<file path="config.mk">
export PLATFORM = sky130hd
export DESIGN_NAME = sim_ctrl_dev
export DESIGN_NICKNAME = d
export VERILOG_FILES = /design/src/rtl/sim_ctrl_dev.sv
export SDC_FILE = /design/constraint.sdc
export NUM_CORES = 1
export LEC_CHECK = 0
export CAP_MARGIN = 25
export CORE_UTILIZATION = 25
export CTS_CLUSTER_DIAMETER = 80
export CTS_CLUSTER_SIZE = 16
export DETAILED_ROUTE_END_ITERATION = 8
export GPL_TIMING_DRIVEN = 1
export SLEW_MARGIN = 10
export SYNTH_ARGS = -nofsm -noshare
export SYNTH_HDL_FRONTEND = slang
export SYNTH_SLANG_ARGS = --single-unit
</file>
<file path="constraint.sdc">
create_clock -name clk -period 20.6 [get_ports clk]
set_clock_uncertainty 0.15 [all_clocks]
set_input_delay 3.09 -clock clk [delete_from_list [all_inputs] [get_ports clk]]
set_output_delay 3.09 -clock clk [all_outputs]
set_load 0.03 [all_outputs]
</file>
<file path="src/rtl/sim_ctrl_dev.sv">
// Simulation-control bus slave: TOHOST pass/fail, console FIFO, 64-bit cycle counter, watchdog.
// State table:  RUN | program executing, counters live   DONE | result latched, terminal until reset
module sim_ctrl_dev #(
  parameter int unsigned FIFO_DEPTH  = 8,
  parameter logic [31:0] TIMEOUT_RST = 32'd0,
  parameter logic [63:0] CYCLE_INIT  = 64'd0
) (
  input  logic        clk,
  input  logic        rst,
  input  logic        req,
  input  logic        we,
  input  logic [4:0]  addr,
  input  logic [31:0] wdata,
  input  logic [3:0]  be,
  output logic        ready,
  output logic        rvalid,
  output logic [31:0] rdata,
  output logic        con_valid,
  output logic [7:0]  con_data,
  input  logic        con_ready,
  output logic        done,
  output logic        pass,
  output logic [30:0] fail_code,
  output logic        timeout
);
  localparam int unsigned AW = $clog2(FIFO_DEPTH);
  localparam logic [2:0] A_TOHOST  = 3'd0;
  localparam logic [2:0] A_CONSOLE = 3'd1;
  localparam logic [2:0] A_CYC_LO  = 3'd2;
  localparam logic [2:0] A_CYC_HI  = 3'd3;
  localparam logic [2:0] A_TIMEOUT = 3'd4;

  typedef enum logic {S_RUN, S_DONE} state_e;
  state_e state_q, state_d;

  logic [31:0] tohost_q, wd_q, wd_d, shadow_q, rdata_q, rdata_d;
  logic [63:0] cyc_q;
  logic        rvalid_q, pass_q, timeout_q;
  logic [30:0] fail_q;
  logic [7:0]  mem_q [FIFO_DEPTH];
  logic [AW-1:0] wptr_q, rptr_q;
  logic [AW:0]   cnt_q;
  logic [2:0]  sel;
  logic        full, empty, accept, wr_acc, rd_acc, push, pop, run, th_valid, wd_wr, expire;
  logic        unused_addr;

  assign unused_addr = ^addr[1:0];
  assign sel    = addr[4:2];
  assign empty  = (cnt_q == '0);
  assign full   = (cnt_q == (AW+1)'(FIFO_DEPTH));
  // Full is judged before any same-cycle pop, so a full FIFO always stalls once.
  assign ready  = !(req && we && (sel == A_CONSOLE) && be[0] && full);
  assign accept = req && ready;
  assign wr_acc = accept && we;
  assign rd_acc = accept && !we;
  assign run    = (state_q == S_RUN);
  assign push   = wr_acc && (sel == A_CONSOLE) && be[0];
  assign pop    = !empty && con_ready;
  assign th_valid = run && wr_acc && (sel == A_TOHOST) && (be == 4'hF) && (wdata != '0);
  assign wd_wr    = run && wr_acc && (sel == A_TIMEOUT) && (be != 4'h0);
  assign expire   = run && !wd_wr && (wd_q == 32'd1);

  assign con_valid = !empty;
  assign con_data  = empty ? 8'h00 : mem_q[rptr_q];
  assign rvalid    = rvalid_q;
  assign rdata     = rdata_q;

  always_ff @(posedge clk or posedge rst) begin
    if (rst) state_q <= S_RUN;
    else     state_q <= state_d;
  end

  always_comb begin
    state_d = state_q;
    if (run && (th_valid || expire)) state_d = S_DONE;
  end

  always_comb begin
    done      = (state_q == S_DONE);
    pass      = pass_q;
    fail_code = fail_q;
    timeout   = timeout_q;
  end

  always_comb begin
    wd_d = wd_q;
    if (wd_wr) begin
      for (int i = 0; i < 4; i++) begin
        if (be[i]) wd_d[8*i +: 8] = wdata[8*i +: 8];
      end
    end else if (run && (wd_q != '0)) begin
      wd_d = wd_q - 32'd1;
    end
  end

  always_comb begin
    rdata_d = 32'd0;
    case (sel)
      A_TOHOST:  rdata_d = tohost_q;
      A_CONSOLE: rdata_d = {16'd0, 8'(cnt_q), 6'd0, full, empty};
      A_CYC_LO:  rdata_d = cyc_q[31:0];
      A_CYC_HI:  rdata_d = shadow_q;
      A_TIMEOUT: rdata_d = wd_q;
      default:   rdata_d = 32'd0;
    endcase
  end

  always_ff @(posedge clk or posedge rst) begin
    if (rst) begin
      tohost_q  <= '0;
      pass_q    <= 1'b0;
      timeout_q <= 1'b0;
      fail_q    <= '0;
      wd_q      <= TIMEOUT_RST;
      cyc_q     <= CYCLE_INIT;
      shadow_q  <= '0;
      rvalid_q  <= 1'b0;
      rdata_q   <= '0;
      wptr_q    <= '0;
      rptr_q    <= '0;
      cnt_q     <= '0;
    end else begin
      // A TOHOST write landing on the expiry edge takes precedence over the watchdog.
      if (th_valid || expire) begin
        timeout_q <= !th_valid;
        pass_q    <= th_valid && (wdata == 32'd1);
        fail_q    <= th_valid ? ((wdata == 32'd1) ? 31'd0 : wdata[31:1]) : 31'h7FFF_FFFF;
      end
      if (th_valid) tohost_q <= wdata;
      if (run) cyc_q <= cyc_q + 64'd1;
      if (rd_acc && (sel == A_CYC_LO)) shadow_q <= cyc_q[63:32];
      wd_q     <= wd_d;
      rvalid_q <= rd_acc;
      rdata_q  <= rd_acc ? rdata_d : 32'd0;
      if (push) wptr_q <= wptr_q + AW'(1);
      if (pop)  rptr_q <= rptr_q + AW'(1);
      if (push && !pop)      cnt_q <= cnt_q + (AW+1)'(1);
      else if (pop && !push) cnt_q <= cnt_q - (AW+1)'(1);
    end
  end

  always_ff @(posedge clk) begin
    if (push) mem_q[wptr_q] <= wdata[7:0];
  end
endmodule
</file>
Word-level counts from Yosys, hierarchy flattened
Memory sizes are Yosys's and may differ from the RTL's.
Cells that the tools add are included.

storage, ports and cells
  bits in registers = 237
  bits in latches = 0
  bits in writable memories = 64
  bits in read-only memories = 0
  output and inout bits = 77
  logic and storage cells = 94
  memories kept = 1

memory list
  memory  words  bits a word  read ports  clocked after memory_dff  write ports  RTL line  text
  mem_q   8      8            1           0                         1            40        logic [7:0] mem_q [FIFO_DEPTH];

operators by class
  $add $sub $neg = 6
  $mul = 0
  div/mod/pow operators = 0
  $lt $le $gt $ge = 0
  equality and inequality tests = 12
  shifts and indexed selects = 0
  mux-type cells = 15
  bitwise logic cells = 1
  reductions and logical operators = 43

operator list
  kind                   number
  $pmux 32 s5            1
  $mux 32                3
  $add 64x1->64 const B  1
  $eq 32x1->1 const B    2
  $reduce_bool 32->1     2
  $mux 31                2
  $mux 8                 5
  $sub 32x1->32 const B  1
  $logic_and 1x1->1      24
  $eq 4x4->1 const B     2
  $mux 4                 2
  $ne 2x2->1 const B     4
  $reduce_and 2->1       4
  $logic_not 1->1        7
  $add 3x1->3 const B    2
  $eq 3x2->1 const B     2
  $add 4x1->4 const B    1
  $logic_not 4->1        1
  $reduce_bool 2->1      2
  $reduce_bool 4->1      1
  $sub 4x1->4 const B    1
  $eq 3x1->1 const B     1
  $eq 3x3->1 const B     1
  $logic_not 3->1        1
  3 further kinds        4

Depth between registers and ports, before layout
  depth after elaboration = 15
  gate-level depth with buffers = 12

Worst setup path after synthesis
No wires, ideal clock.

  kind = in2out
  start = input addr[3]
  end = output ready
  data arrival time = 3.916 ns
  setup slack = 13.444 ns
  cell stages on the path = 4
  path through = clkbuf_1 buf_1 nor3_1 nand2_1

between the ends
  word-level cells in the longest chain between the ends = 5

RTL lines
  what                            RTL line  text
  start: declaration              12        input logic [4:0] addr,
  $eq 3x1->1                      52        assign ready = !(req && we && (sel == A_CONSOLE) && be[0] && full);
  $logic_and 1x1->1 (3 in a row)  52
  $logic_not 1->1                 52
  end: declaration                15        output logic ready,

Every way passes these cells.

Worst setup path after layout
  start = input addr[4]
  end = output ready

Same word-level chain as after synthesis.

==> out/results.tsv <==
stage	metric	value	unit
global_route	first-pass GRT wire length	59120	µm
die	FP Rows	84	
final_layout	multi-input logic area	5440	µm²
final_layout	antenna diode count	0	
final_layout	FF+latch area	7853	µm²
cts	clk_lat worst skew	0.53	ns
place	DPL Wire Length	26770	µm
setup_path	Worst Path Buf+Inv	4	
setup_path	top fanout value on the critical path	16	
setup_path	Reg-to-Reg Start	wd_q[7]	
pwr	Int Power	0.0009261	W
route	final wirelength	38150	µm
sta	Setup-failing EPs final	0	
place	Port Buffers	120	
route	Vias/cell	5.115	
die	Die Height	234.8	µm
sta	period utilization	40.10	%
setup_path	Reg-to-Reg End	fail_code[6]	
setup_path	CP Cell Sequence	clkdlybuf4s50_1 -> buf_4 -> inv_1 -> nand2_1 -> nor3_1 -> nand2_1 -> clkdlybuf4s50_1	
min_path	Hold Path Cell Cnt	1	
pwr	Net Switching	0.0003465	W
sta	slew margin rel.	37.51	%
global_route	largest net degree at the start of global routing	105	
route	Iter 0 DRT Violations	837	
cts	Num CTS Buffers	23	
pwr	Logic pwr share	16.0	%
route	Post-route DRC	0	
sta	TNS Setup	0	ns
die	chip width	234.8	µm
sta	min Tclk post-route	8.261	ns
yosys	most frequent cells after synthesis	237 x dfrtp_1, 66 x mux2_2, 64 x edfxtp_1	
sta	RSZ-0062 raised after global routing	no	
die	I/O Pins	123	
sta	Slew Limit Fails	0	
sta	Hold WS	0.3161	ns
yosys	top-count cell post-synth	dfrtp_1	
setup_path	critical path's slowest cell	clkdlybuf4s50_1	
min_path	Hold Path Origin	cyc_q[63]	
route	Routed Antenna Nets	0	
sta	Final Hold Fails	0	
status	status	finished clean	
yosys	sequential share of the synthesized area	57.94	%
setup_path	CP startpoint kind	input port	
global_route	GRT Total Usage	13.64	%
yosys	Synth Register Bits	301	
yosys	top post-synthesis cells by area	dfrtp_1 44%, edfxtp_1 14%, mux2_2 5.5%	
min_path	min-delay worst type	flip-flop to flip-flop	
pwr	Switching Fraction	27.23	%
yosys	cell accounting for the most synthesized area	dfrtp_1	
final_layout	# fillers	5320	
place	Cells after DPL	1868	
yosys	synthesized instance count	1100	
global_route	Overflow after GRT	0	
flow_run	max_cap viols	0	
setup_path	CP peak stage delay	0.63	ns
global_route	vias in the first global route	9580	
cts	Post-CTS Setup Bufs	0	
sta	Slew @ Worst Pin	0.9342	ns
yosys	Mean Syn Cell Area	12.32	µm²
route	routed len/inst	20.01	µm
yosys	post-synthesis cell type count	64	
die	initial core utilization	25.53	%
cts	H-tree Lvls	1	
yosys	Async SR Flop Fraction	78.74	%
pwr	power per cell area	78.19	nW/µm²
cts	clock tree from TritonCTS	built	
pwr	Leak	6.385	nW
setup_path	Critical Path End Type	output pin	
yosys	Synth top area share	43.76	%
setup_path	CP top delay family	buffers and inverters	
cts	Worst-path clk slew	0.07	ns
final_layout	nets@finish	1265	
setup_path	R2R Setup Slk	17.43	ns
route	DR vias	9750	
place	Final GP Congestion	0.8610	
final_layout	fin util	30.66	%
yosys	Synth Net Count	1155	
pwr	Clk pwr share	32.7	%
final_layout	synthesis-to-layout area growth	20.10	%
cts	post-CTS sizing	0	
cts	clock tree buffer depth	3	
yosys	Most used DFF post-synth	dfrtp_1	
die	die area	55140	µm²
setup_path	Worst R2R Path Depth	5	
sta	Fmax	121.0	MHz
yosys	Post-Syn Area	13550	µm²
die	Core ar.	53080	µm²
yosys	number of synthesized flops with an enable pin	64	
cts	number of clock sinks	301	
pwr	Peak supply drop	0.05589	mV
yosys	yosys warns	0	
route	1st-pass router iterations	5	
min_path	Hold Path Sink	cyc_q[63]	
final_layout	Post-Layout Cell Count	1906	
final_layout	layout cell share with drive strength beyond 1	12.40	%
cts	Root Buffer	clkbuf_16	
setup_path	Arr. time, crit path	5.02	ns
global_route	initial antenna violation count	3	
setup_path	CP required	17.36	ns
pwr	sequential share of power	51.3	%
cts	hold_buf cts	0	
setup_path	Critical Setup Path Class	input port to output pin	
[worst max path at each step]
stage | startpoint | end | slack, ns | cells past startpoint
6_report | addr[4] | ready | 12.34 | 7
5_1_grt | addr[4] | ready | 12.29 | 7
4_1_cts | addr[4] | ready | 12.38 | 7
3_5_place_dp | addr[4] | ready | 12.39 | 7
3_3_place_gp | addr[4] | ready | 12.38 | 7
2_1_floorplan | rst | cnt_q[0] | 10.86 | 1
[worst reg2reg max path: cells and delay by family (launching register included)]
| family | cells | cell delay [ns] |
|---|---|---|
| simple gates | 2 | 0.91 |
| flops | 1 | 0.45 |
| buf+inv | 1 | 0.47 |
| compound gates | 2 | 1.13 |
[metal layers]
metal	track usage [%]	vias up	routed length, µm
li1	-	4390	-
met1	19.92	4982	17910
met2	20.60	329	16960
met3	2.514	47	2264
met4	3.549	2	1010
met5	0	-	8
[layout make-up]
cell class                 instances  share of cell area, %
sequential                       301                  48.25
multi-input combinational        725                  33.43
timing repair buffer             146                  8.818
tap                              688                  5.289
clock buffer                      31                  3.721
inverter                          13                 0.3459
clock inverter                     2                 0.1538
[stage by stage]
step / cell area, µm² / worst slack (ns) / total power (W)
final: 16280 / 12.34 / 0.001273
after global routing: 16280 / 12.29 / 0.001325
after CTS: 16220 / 12.38 / 0.001291
after detailed placement: 15590 / 12.39 / 0.0008719
after global placement: 15540 / 12.38 / 0.0008603
after floorplan: 13550 / 10.86 / 0.0007842
[cells in the final DEF, fill, tap and decap left out, types with 4 or more instances in the layout]
cell             instances
or3_1                    4
a21oi_1                 45
mux4_2                  16
clkbuf_1                 8
and2_1                   6
xor2_1                  24
a31oi_1                  5
nor2b_1                  4
nand2_1                 55
nand2b_1                 7
o21ai_0                 22
nor4_1                  24
mux2_2                  66
clkbuf_16               23
and4_1                  12
nand3_1                 44
edfxtp_1                64
nand4_1                 19
mux2i_1                 12
inv_1                   12
nor4_2                   4
nor3_1                  28
nor4b_1                  4
o2bb2ai_1               11
buf_4                   20
clkdlybuf4s50_1        120
nor2_1                  62
o22ai_1                 12
ha_1                     8
xnor2_1                 47
dfrtp_1                237
a22oi_1                 63
and3_1                  22
nor3_2                   4
o22a_1                  45
[logic make-up after synthesis]
logic type,after synthesis,synth area share (%)
simple gates,316,12.67
flops,301,57.94
compound gates,235,12.73
mux,94,9.030
buf+inv,74,2.151
xor+xnor,71,4.589
fa+ha+maj,9,0.8864
[power by group through the flow]
stage	registers [W]	clock network, W	logic [W]
after floorplan	0.000647	0	0.000137
after global placement	0.000669	0	0.000191
after detailed placement	0.000665	0	0.000206
after CTS	0.000653	0.000430	0.000207
after global routing	0.000656	0.000450	0.000220
final	0.000653	0.000416	0.000204
[state kept, by name, summed over array words and instances (netlist names)]
name,count
cnt_q,4
cyc_q,64
done,1
fail_code,31
mem_q,64
pass,1
rdata,32
rptr_q,3
rvalid,1
shadow_q,32
timeout,1
tohost_q,32
wd_q,32
wptr_q,3
Power figures use the tool's default switching activity.
